--- src/rtl/lfo_tremolo.sv ---
// Tremolo amplitude modulator: scales a 16-bit audio sample by an
// LFO-derived Q1.30 gain with a fixed four-cycle sample handshake.
module lfo_tremolo (
    input  logic               i_clk,
    input  logic               i_rst,
    input  logic               i_start,
    input  logic signed [31:0] i_lfo,
    input  logic [2:0]         i_depth,
    input  logic               i_valid,
    output logic               o_ready,
    input  logic signed [15:0] i_sample,
    output logic               o_valid,
    output logic signed [15:0] o_sample
);

    typedef enum logic [1:0] {
        S_IDLE,
        S_GAIN,
        S_MUL,
        S_OUT
    } state_t;

    localparam logic signed [31:0] POS_FS = 32'sh4000_0000;
    localparam logic signed [31:0] NEG_FS = 32'shC000_0000;
    localparam logic [30:0]        UNITY  = 31'h4000_0000;

    state_t             state;
    logic signed [15:0] smp;
    logic signed [31:0] lfo;
    logic [2:0]         dep;
    logic               en;
    logic [30:0]        g;

    logic signed [31:0] lfo_c;
    logic [32:0]        diff;
    logic [30:0]        m;
    logic [33:0]        scaled;
    logic [30:0]        a;
    logic [30:0]        g_next;
    logic signed [47:0] prod;
    logic               unused_bits;

    assign o_ready = (state == S_IDLE);

    always_comb begin
        lfo_c = lfo;
        if (lfo > POS_FS) begin
            lfo_c = POS_FS;
        end else if (lfo < NEG_FS) begin
            lfo_c = NEG_FS;
        end
    end

    // Clamped LFO maps to a modulation amount m in [0, 2^30].
    assign diff   = 33'h0_4000_0000 - {lfo_c[31], lfo_c};
    assign m      = diff[31:1];
    assign scaled = 34'(m) * 34'(dep);
    assign a      = scaled[33:3];
    assign g_next = (!en || dep == 3'd0) ? UNITY : UNITY - a;

    assign prod = 48'(smp) * 48'($signed({1'b0, g}));

    assign unused_bits = ^{diff[32], diff[0], scaled[2:0],
                           prod[47:46], prod[29:0]};

    always_ff @(posedge i_clk) begin
        if (i_rst) begin
            state    <= S_IDLE;
            o_valid  <= 1'b0;
            o_sample <= '0;
            smp      <= '0;
            lfo      <= '0;
            dep      <= '0;
            en       <= 1'b0;
            g        <= '0;
        end else begin
            o_valid <= 1'b0;
            unique case (state)
                S_IDLE: begin
                    if (i_valid) begin
                        smp   <= i_sample;
                        lfo   <= i_lfo;
                        dep   <= i_depth;
                        en    <= i_start;
                        state <= S_GAIN;
                    end
                end
                S_GAIN: begin
                    g     <= g_next;
                    state <= S_MUL;
                end
                S_MUL: begin
                    // g <= 1.0, so the floored product always fits 16 bits.
                    o_sample <= prod[45:30];
                    o_valid  <= 1'b1;
                    state    <= S_OUT;
                end
                S_OUT: begin
                    state <= S_IDLE;
                end
                default: state <= S_IDLE;
            endcase
        end
    end

endmodule

--- config.mk ---
export PLATFORM = sky130hd
export DESIGN_NAME = lfo_tremolo
export DESIGN_NICKNAME = d
export VERILOG_FILES = /design/src/rtl/lfo_tremolo.sv
export SDC_FILE = /design/constraint.sdc
export NUM_CORES = 1
export LEC_CHECK = 0
export ABC_AREA = 1
export BUFFER_PORTS_ARGS = -buffer_cell sky130_fd_sc_hd__buf_2
export CAP_MARGIN = 5
export CORE_UTILIZATION = 60
export DETAILED_ROUTE_END_ITERATION = 12
export PLACE_DENSITY = 0.88
export SLEW_MARGIN = 10
export SYNTH_ARGS = -nofsm -noshare
export SYNTH_HDL_FRONTEND = slang
export SYNTH_SLANG_ARGS = --single-unit
--- constraint.sdc ---
create_clock -name i_clk -period 6.4 [get_ports i_clk]
set_input_delay 0.64 -clock i_clk [delete_from_list [all_inputs] [get_ports i_clk]]
set_output_delay 0.64 -clock i_clk [all_outputs]
set_load 0.01 [all_outputs]
# --- Word level (Yosys, flattened, before mapping) ---
# Index checks and enable logic that the tools add are counted.
word_totals:
  output_inout_bits: 18
  wordCells: 29
  input_bits: 55
  ff_bits: 102
op_classes:
  multipliers: 2
  mux: 6
  order_cmp: 2
  reduce_logical: 5
  eq_ne: 4
  add_sub_neg: 2
ops:
  columns: ["operator", "n"]
  rows:
  - ["$mux W32", 2]
  - ["$mul A16 B32 Y46", 1]
  - ["$mul A31 B3 Y34", 1]
  - ["$gt A32 B32 Y1 const B", 1]
  - ["$lt A32 B31 Y1 const B", 1]
  - ["$sub A32 B32 Y32 const A", 1]
  - ["$mux W31", 1]
  - ["$sub A31 B31 Y31 const A", 1]
  - ["$pmux W2 S4", 1]
  - ["$eq A2 B2 Y1 const B", 2]
  - ["$logic_not A3 Y1", 1]
  - ["$eq A2 B1 Y1 const B", 1]
  - ["$logic_not A2 Y1", 1]
  - ["$mux W2", 1]
  - ["$ne A2 B2 Y1 const B", 1]
  - ["$reduce_and A2 Y1", 1]
  - ["$logic_not A1 Y1", 1]
  - ["$logic_or A1 B1 Y1", 1]
  - ["$mux W1", 1]

# --- Longest topological paths before layout ---
logic_depth:
  depth_word: 7
  ltp_mapped: 47

# --- Worst setup path before layout ---
# OpenSTA, ideal clock, no wires.
synth_timing:
  path_kind: "reg-to-reg"
  start: "register g[10]"
  end: "register o_sample[5]"
  setup_slack_ns: 0.439
  stages_incl_launch_ff: 27
  period_less_slack_ns: 5.961
  required_ns: 6.271
  arrival_time_ns: 5.833
  path_buffers: 2
  cell_sequence: "dfxtp_1 clkbuf_1 clkbuf_1 nand2_1 fa_1 inv_1 fa_1 inv_1 fa_1 fa_1 inv_1 fa_1 inv_1 fa_1 inv_1 ha_1 nand2_1 o21ai_0 a21oi_1 a21boi_0 o21ai_0 nand2_1 a21oi_1 or2_2 a21oi_1 xor2_1 a21oi_1"
synth_between:
  elab_chain_len: 1
synth_lines:
  columns: ["element", "line_no", "rtl"]
  rows:
  - ["start, declared", "32", "logic [30:0] g;"]
  - ["start signal, assigned", "89", "g <= g_next;"]
  - ["$mul A16 B32 Y46", "61", "assign prod = 48'(smp) * 48'($signed({1'b0, g}));"]
  - ["end signal, assigned", "94", "o_sample <= prod[45:30];"]
  - ["end, declared", "13", "output logic signed [15:0] o_sample"]
# Every way passes these cells.
# A chain may end at the register's enable or synchronous reset.

# --- Final worst setup path ---
layout_timing:
  start: "register g[27]"
  end: "register o_sample[13]"
# The elaborated chain is that of the path after synthesis.

==> results.py <==
metrics = {
    "cells_and_area": {
        "fin_util": 0.665,
        "multiInputGateArea_mm2": 0.0188,
        "fin_area_mm2": 0.0265,
        "area_growth_pct": 8.84,
        "drive_gt1_frac": 0.108,
        "ff_latch_area_mm2": 0.00208,
        "layout.nets": 4067,
        "num_antenna_cells": 0,
        "fillCellCount": 3224,
    },
    "critical_path": {
        "worstPathRequired_ns": 6.70,
        "crit_buf_inv": 6,
        "startpoint_type": "register",
        "reg2reg_depth": 25,
        "crit_family": "adder cells",
        "critPathMaxStageDelay_ns": 0.54,
        "cp-end-kind": "register",
        "crit-reg2reg-launch": "g[27]",
        "critPathMaxFanout": 11,
        "worstPathArrival_ns": 6.50,
        "slowest_stage": "fa_1",
        "crit_path_frequent_cell": "fa_1",
        "crit_type": "reg2reg",
        "timing.rr.end": "o_sample[13]",
        "rrSetupSlack_ns": 0.20,
    },
    "die": {
        "rows": 73,
        "die_area_mm2": 0.0414,
        "start_util": 0.611,
        "die_h_um": 204,
        "die_w_um": 204,
        "ioPinCount": 73,
        "core_mm2": 0.0399,
    },
    "synth": {
        "synth-edff-count": 0,
        "ys_seq_area_frac": 0.0838,
        "syn_inst": 3370,
        "post_synth_num_cell_types": 56,
        "ys.flop_type": "dfxtp_1",
        "synth_most_common_cell": "inv_1",
        "synth_nets": 4032,
        "async_reset_ff_frac": 0,
        "synthTopCellsByArea": "fa_1 36%, inv_1 13%, nand2_1 12%",
        "yosysTopAreaCellShare": 0.356,
        "synth_common_cells": "852 x inv_1, 794 x nand2_1, 433 x fa_1, 189 x nor2_1, 174 x ha_1",
        "synth_area_mm2": 0.0244,
        "avgSynthCellArea_um2": 7.23,
        "synth_area_leader_cell": "fa_1",
        "ys_seq_elements": 102,
        "yosysWarnings": 0,
    },
    "hold_path": {
        "hold_class": "reg2reg",
        "hold_depth": 2,
        "min_to": "lfo[18]",
        "worstHoldStart": "lfo[18]",
    },
    "timing": {
        "setup_viol": 0,
        "timing.final.crit_share": 0.969,
        "setup-tns-final_ns": 0,
        "drv_slew": 0,
        "finalCriticalPeriod_ns": 6.20,
        "timing.fmax_mhz": 161,
        "finClkSkew_ns": 0.00951,
        "hold_viol": 0,
        "tightest_slew_ns": 1.08,
        "grt_setup_unrepaired": "yes",
        "relSlewSlack": 0.280,
    },
    "cts": {
        "ctsHoldBuffers": 0,
        "cts_max_path_buffers": 2,
        "cts_tree": "yes",
        "cts-root-buf": "clkbuf_16",
        "cts_buffers": 9,
        "clk_pin_slew_ns": 0.08,
        "clkSinkCount": 102,
        "insertion_delay_ns": 0.36,
        "h-tree-depth": 3,
    },
    "placement": {
        "port_buffers": 72,
        "place_congestion": 1.08,
        "placed_area_mm2": 0.0257,
        "dpl.hpwl_um": 53000,
    },
    "run_status": {
        "status": "finished, final reports clean",
    },
    "route": {
        "wl_um": 66700,
        "drc": 0,
        "drt_pass1_iterations": 6,
        "vias": 21800,
        "drt_first_iter_violations": 1936,
        "post_drt_via_cell_ratio": 5.54,
        "wl_per_cell_um": 17.0,
        "drtAntennaViolNets": 0,
    },
    "grt": {
        "grt_overflow": 0,
        "grtUsageTotal": 0.325,
        "first_global_vias": 22200,
        "grt_max_degree": 88,
        "grt_antenna_before_repair": 0,
        "grt_pass1_wl_um": 107000,
    },
    "power": {
        "vdd_ir_drop_max_mv": 0.356,
        "p_leak_nw": 13.9,
        "power_density_mw_per_mm2": 295,
    },
    "run": {
        "maxCapViolations": 0,
    },
}
metrics by stage:
stage,total power [mW],worst slack [ns],instances,hold slack [ns]
2_1_floorplan,5.27,0.439,3370,0.435
3_3_place_gp,6.75,0.138,3911,0.463
3_5_place_dp,6.90,0.0442,3911,0.473
4_1_cts,7.49,0.0335,3927,0.486
5_1_grt,8.55,-0.0729,3935,0.514
6_report,7.83,0.200,3935,0.485
worst register-to-register path, delay by kind of cell, from the launching register on:
kind,cells,cell delay (ns)
AO/OA/AOI/OAI,4,0.63
adder cells (fa/ha/maj),7,3.25
buffers and inverters,6,0.68
flip-flops,1,0.51
AND/OR/NAND/NOR,8,1.07
state kept, by name, summed over array words and instances, names as in the netlist:
| name | flops |
|---|---|
| lfo | 32 |
| g | 31 |
| o_sample | 16 |
| smp | 16 |
| dep | 3 |
| state | 2 |
| en | 1 |
| o_valid | 1 |
area by class of cell:
class,instances,area share
sequential,102,0.0785
clock buffer,10,0.00901
multi-input combinational,2251,0.709
clock inverter,6,0.00193
tap,525,0.0248
inverter,865,0.122
timing repair buffer,176,0.0545
cell usage in the layout (no fill, tap or decap), types with 5 or more instances in the layout:
master     count
a21o_1        11
a21oi_1      153
a21oi_2       14
a31oi_1       13
buf_12        15
buf_2         72
buf_4         76
buf_6          8
clkbuf_16     14
dfxtp_1       79
dfxtp_2       18
dfxtp_4        5
fa_1         433
ha_1         164
ha_4           7
inv_1        852
inv_2          8
nand2_1      791
nand2_2       20
nand2_4        6
nand3_1       96
nand3_2       11
nand3b_1       6
nand4_1       12
nor2_1       184
nor2_2        18
nor2_4         7
nor3_1        45
nor4_1         5
o211ai_1      11
o21ai_0      113
o21ai_1       13
o21bai_1       5
or2_2         23
xnor2_1       17
xor2_1        20
xor2_2         5
layer usage:
metal | global-route usage | up-vias | share of wire
met3 | 0.0674 | 239 | 0.10
li1 | - | 10000 | -
met2 | 0.549 | 1075 | 0.47
met4 | 0.129 | 0 | 0.047
met5 | 0 | - | 0
met1 | 0.408 | 10500 | 0.38
cells by family after synthesis:
logic type,share of synthesized area
AOI/OAI and AO/OA,0.0804
xor gates and xnor gates,0.0158
adders and majority gates,0.445
buffers and inverters,0.157
DFF,0.0838
and+or+nand+nor,0.218
worst max-delay path by stage:
stage	start	endpoint	cells past startpoint
after floorplan	g[10]	o_sample[5]	26
after global placement	g[20]	o_sample[13]	22
after detailed placement	g[7]	o_sample[5]	25
after CTS	g[7]	o_sample[5]	25
after global routing	lfo[31]	g[29]	43
final	g[27]	o_sample[13]	25
where the power goes:
group          leakage [nW]  switching (mW)  internal [mW]
registers             0.849           0.181          0.806
logic                  12.9            4.16           2.11
clock network         0.145           0.278          0.282
timing repair:
item / 4_1_cts / 5_1_grt
resized for setup: 0 / 103
setup endpoints to repair: 0 / 23
buffers inserted: 0 / 3
hold endpoints to repair: 0 / 0
Note: power is estimated with default switching activity, not from simulation.
